### src/rtl/fifo_read_ctrl.sv
// Read-side controller for the dual-clock FIFO: write-pointer sync, read pointer, EMPTY, FWFT output stage.
// Optional macro FIFO_RD_LEVEL_EN adds the R_LEVEL occupancy output.
module fifo_read_ctrl #(
  parameter int WIDTH     = 8,
  parameter int PTR_WIDTH = 5
) (
  input  logic                 RCLK,
  input  logic                 RRST_N,
  input  logic [PTR_WIDTH-1:0] W_PTR_GRAY,
  input  logic [WIDTH-1:0]     R_DO,
  output logic [PTR_WIDTH-1:0] R_PTR,
  output logic [PTR_WIDTH-1:0] R_PTR_GRAY,
  output logic                 EMPTY,
  output logic [WIDTH-1:0]     R_DATA,
  output logic                 R_VALID,
  input  logic                 R_READY
`ifdef FIFO_RD_LEVEL_EN
  ,
  output logic [PTR_WIDTH-1:0] R_LEVEL
`endif
);

  logic [PTR_WIDTH-1:0] r_wq1;
  logic [PTR_WIDTH-1:0] r_wq2;
  logic [PTR_WIDTH-1:0] r_rbin;
  logic [PTR_WIDTH-1:0] r_rgray;
  logic                 r_empty;
  logic                 r_valid;
  logic [WIDTH-1:0]     r_data;

  logic                 w_fetch;
  logic                 w_rinc;
  logic [PTR_WIDTH-1:0] w_rbin_next;
  logic [PTR_WIDTH-1:0] w_rgray_next;

  // Two-flop synchroniser; the only consumer of the writer's pointer.
  always_ff @(posedge RCLK or negedge RRST_N) begin
    if (!RRST_N) begin
      r_wq1 <= '0;
      r_wq2 <= '0;
    end else begin
      r_wq1 <= W_PTR_GRAY;
      r_wq2 <= r_wq1;
    end
  end

  assign w_fetch      = !r_valid | R_READY;
  assign w_rinc       = w_fetch & !r_empty;
  assign w_rbin_next  = r_rbin + {{(PTR_WIDTH-1){1'b0}}, w_rinc};
  assign w_rgray_next = (w_rbin_next >> 1) ^ w_rbin_next;

  always_ff @(posedge RCLK or negedge RRST_N) begin
    if (!RRST_N) begin
      r_rbin  <= '0;
      r_rgray <= '0;
      r_empty <= 1'b1;
    end else begin
      r_rbin  <= w_rbin_next;
      r_rgray <= w_rgray_next;
      r_empty <= (w_rgray_next == r_wq2);
    end
  end

  // Output register refills whenever it is free or being drained this edge.
  always_ff @(posedge RCLK or negedge RRST_N) begin
    if (!RRST_N) begin
      r_data  <= '0;
      r_valid <= 1'b0;
    end else if (w_rinc) begin
      r_data  <= R_DO;
      r_valid <= 1'b1;
    end else if (R_READY) begin
      r_valid <= 1'b0;
    end
  end

`ifdef FIFO_RD_LEVEL_EN
  logic [PTR_WIDTH-1:0] r_level;
  logic [PTR_WIDTH-1:0] w_wbin_sync;

  function automatic logic [PTR_WIDTH-1:0] gray2bin(input logic [PTR_WIDTH-1:0] g);
    logic [PTR_WIDTH-1:0] b;
    b[PTR_WIDTH-1] = g[PTR_WIDTH-1];
    for (int i = PTR_WIDTH - 2; i >= 0; i--) begin
      b[i] = b[i+1] ^ g[i];
    end
    return b;
  endfunction

  assign w_wbin_sync = gray2bin(r_wq2);

  // Occupancy excludes the word already sitting in the output register.
  always_ff @(posedge RCLK or negedge RRST_N) begin
    if (!RRST_N) begin
      r_level <= '0;
    end else begin
      r_level <= w_wbin_sync - w_rbin_next;
    end
  end

  assign R_LEVEL = r_level;
`endif

  assign R_PTR      = r_rbin;
  assign R_PTR_GRAY = r_rgray;
  assign EMPTY      = r_empty;
  assign R_DATA     = r_data;
  assign R_VALID    = r_valid;

endmodule

### config.mk
export PLATFORM = sky130hd
export DESIGN_NAME = fifo_read_ctrl
export DESIGN_NICKNAME = d
export VERILOG_FILES = /design/src/rtl/fifo_read_ctrl.sv
export SDC_FILE = /design/constraint.sdc
export NUM_CORES = 1
export LEC_CHECK = 0
export ABC_AREA = 1
export CAP_MARGIN = 20
export CORE_ASPECT_RATIO = 1.75
export CORE_MARGIN = 5
export CORE_UTILIZATION = 45
export CTS_BUF_LIST = sky130_fd_sc_hd__clkbuf_16
export CTS_CLUSTER_DIAMETER = 200
export DETAILED_ROUTE_END_ITERATION = 10
export HOLD_SLACK_MARGIN = 0.08
export PLACE_DENSITY = 0.78
export SYNTH_ARGS = -nofsm -noshare
export SYNTH_HDL_FRONTEND = slang
export SYNTH_SLANG_ARGS = --single-unit
### constraint.sdc
create_clock -name RCLK -period 2.4 [get_ports RCLK]
set_input_delay 0.36 -clock RCLK [delete_from_list [all_inputs] [get_ports RCLK]]
set_output_delay 0.36 -clock RCLK [all_outputs]
set_load 0.02 [all_outputs]
==> impl_metrics.ini <==
[hold_path]
min_to = r_wq2[4]
min-delay-start = r_wq1[4]
hold_path_depth = 0
hold_path_class = flop to flop

[layout]
ff_latch_area_um2 = 727
fillers = 185
final_cell_mix = nand2_1, clkdlybuf4s50_1, dfrtp_1
multi_input_area_um2 = 373
diodes = 0
final_nets = 186
drive_gt1_share_pct = 9.52
final_area_um2 = 1680
final_common_cell = nand2_1
area.growth.synth_to_final_pct = 44.0

[worst_setup_path]
crit_type = input port to flop
cp.arrival_ns = 2.28
timing.rr.end = EMPTY
r2r_start = EMPTY
r2r_slack_ns = 0.46
required_ns = 2.61
path_max_fanout = 5
reg2reg_depth = 12
start_kind = input port
endpoint_kind = flop

[synthesis]
avgSynthCellArea_um2 = 9.24
syn_inst = 126
ys_ff_latch = 29
ys_seq_area_share_pct = 62.5
synth.distinct_cells = 15
syn_area_um2 = 1160
ys_warn_count = 0
syn_nets = 144

[global_route]
antenna_found_initial = 0
grt_pass1_wl_um = 4190
grt_max_degree = 30
grt_overflow = 0
grt_usage_pct = 14.8
grt_pass1_vias = 961

[floorplanning]
io_pins = 36
rows = 24
fp.dieH_um = 77.3
core_um2 = 2490
die_x_um = 48.4
dieArea_um2 = 3740
initial_core_util_pct = 46.7

[route]
via_per_inst = 4.96
ant_nets = 0
drc = 0
dr_total_vias = 963
drt-initial-drc-count = 11
routedWlPerCell_um = 12.7
wirelength_um = 2470
first_pass_iters = 4

[timing]
rsz0062_at_grt = no
fin_skew_ns = 0.00516
setup_viol = 0
tns_ns = 0
fmax_mhz = 482
maxSlewViolCount = 0
period_share_pct = 86.4
worst_pin_slew_ns = 0.359
hold_viol_final = 0
min_period_ns = 2.07
slew-limit-headroom_pct = 76.1

[power_and_ir_drop]
power.density_nw_per_um2 = 1340
ir_drop_mv = 1.03
leakage_nw = 0.841
fin_total_pwr_mw = 2.24

[clock_network]
numCtsBuffers = 5
cts_tree = yes
cts_max_level = 2
root_buffer = clkbuf_16
post_cts_resized = 0
cts_setup_buffers = 0
clockBufferDepth = 2
clk_latency_ns = 0.27
cts_num_sinks = 29
clkSlewWorstSetupHoldPaths_ns = 0.04
ctsHoldBuffers = 0

[placed_design]
dpl_cell_area_um2 = 1540
gp_congestion = 0.876
io_buffers = 35
dpl.hpwl_um = 1890

[flow_run]
drv_cap = 0

[run_status]
status = completed
synthesized netlist by cell type:
cell	count	share of area, %
nand3b_1	1	0.65
buf_6	1	0.97
buf_4	1	0.65
ha_1	2	2.2
nor2_1	1	0.32
dfrtp_1	28	60
a21oi_2	1	0.75
nand4_1	4	2.2
nor2_2	1	0.54
nand2_1	59	19
inv_1	10	3.2
inv_2	2	0.65
nand2_2	4	2.2
nand3_1	10	4.3
dfstp_2	1	2.3
logic make-up (layout without fill, tap and decap cells):
group | after synthesis | after routing | synth area share [%]
AO/OA/AOI/OAI | 1 | 1 | 0.753
adder cells (fa/ha/maj) | 2 | 2 | 2.15
buffers and inverters | 14 | 56 | 5.48
flip-flops | 29 | 29 | 62.5
AND/OR/NAND/NOR | 80 | 80 | 29.1
area by class of cell:
class / count / share of cell area, %
flip-flops and latches: 29 / 43.4
inverters: 12 / 2.69
multi-input cells: 83 / 22.3
repair buffers: 37 / 21.8
clock inverters: 2 / 0.448
clock buffers: 5 / 7.47
well taps: 26 / 1.94
per-stage QoR:
| stage | utilization (%) | instances | setup slack [ns] | hold slack (ns) |
|---|---|---|---|---|
| global placement | 61.9 | 187 | 0.124 | 0.332 |
| detailed placement | 61.9 | 187 | 0.0599 | 0.337 |
| global route | 67.2 | 194 | 0.135 | 0.351 |
| CTS | 67.2 | 194 | 0.312 | 0.347 |
| floorplan | - | 126 | 0.441 | 0.0644 |
| finish | 67.2 | 194 | 0.326 | 0.344 |
worst max-delay path: stages:
cell and delay, ns:
clkdlybuf4s50_1 0.45, inv_1 0.06, a21oi_2 0.15, ha_1 0.25, ha_1 0.31, inv_1 0.12, nand2_1 0.08, nand2_1 0.09
nand2_1 0.05, nand2_1 0.05, nand3_1 0.07, nor2_1 0.10, nand2_1 0.07, nor2_2 0.07
flip-flops by register name, summed over array words and instances (netlist names):
register and cells:
R_DATA 8, R_PTR 5, r_wq1 5, r_wq2 5, R_PTR_GRAY 4, EMPTY 1, R_VALID 1
how the worst max path moves through the flow:
stage                        from     to  slack (ns)  cells past startpoint
after floorplan           R_VALID  EMPTY        0.44                     12
after global placement    R_READY  EMPTY        0.12                     14
after detailed placement  R_READY  EMPTY        0.06                     14
after CTS                 R_READY  EMPTY        0.31                     14
after global routing      R_READY  EMPTY        0.14                     14
final                     R_READY  EMPTY        0.33                     14
power breakdown:
group	internal, mW	switching (mW)
combinational	0.405	0.556
sequential	0.625	0.105
clock	0.367	0.186
routing by layer:
layer,track usage (%),vias up,routed length (um)
met3,6.01,10,150
met5,0,-,0
met4,11.1,0,96
li1,-,469,-
met2,24.9,29,1400
met1,13.8,455,826
Note: power is estimated with default switching activity, not from simulation.
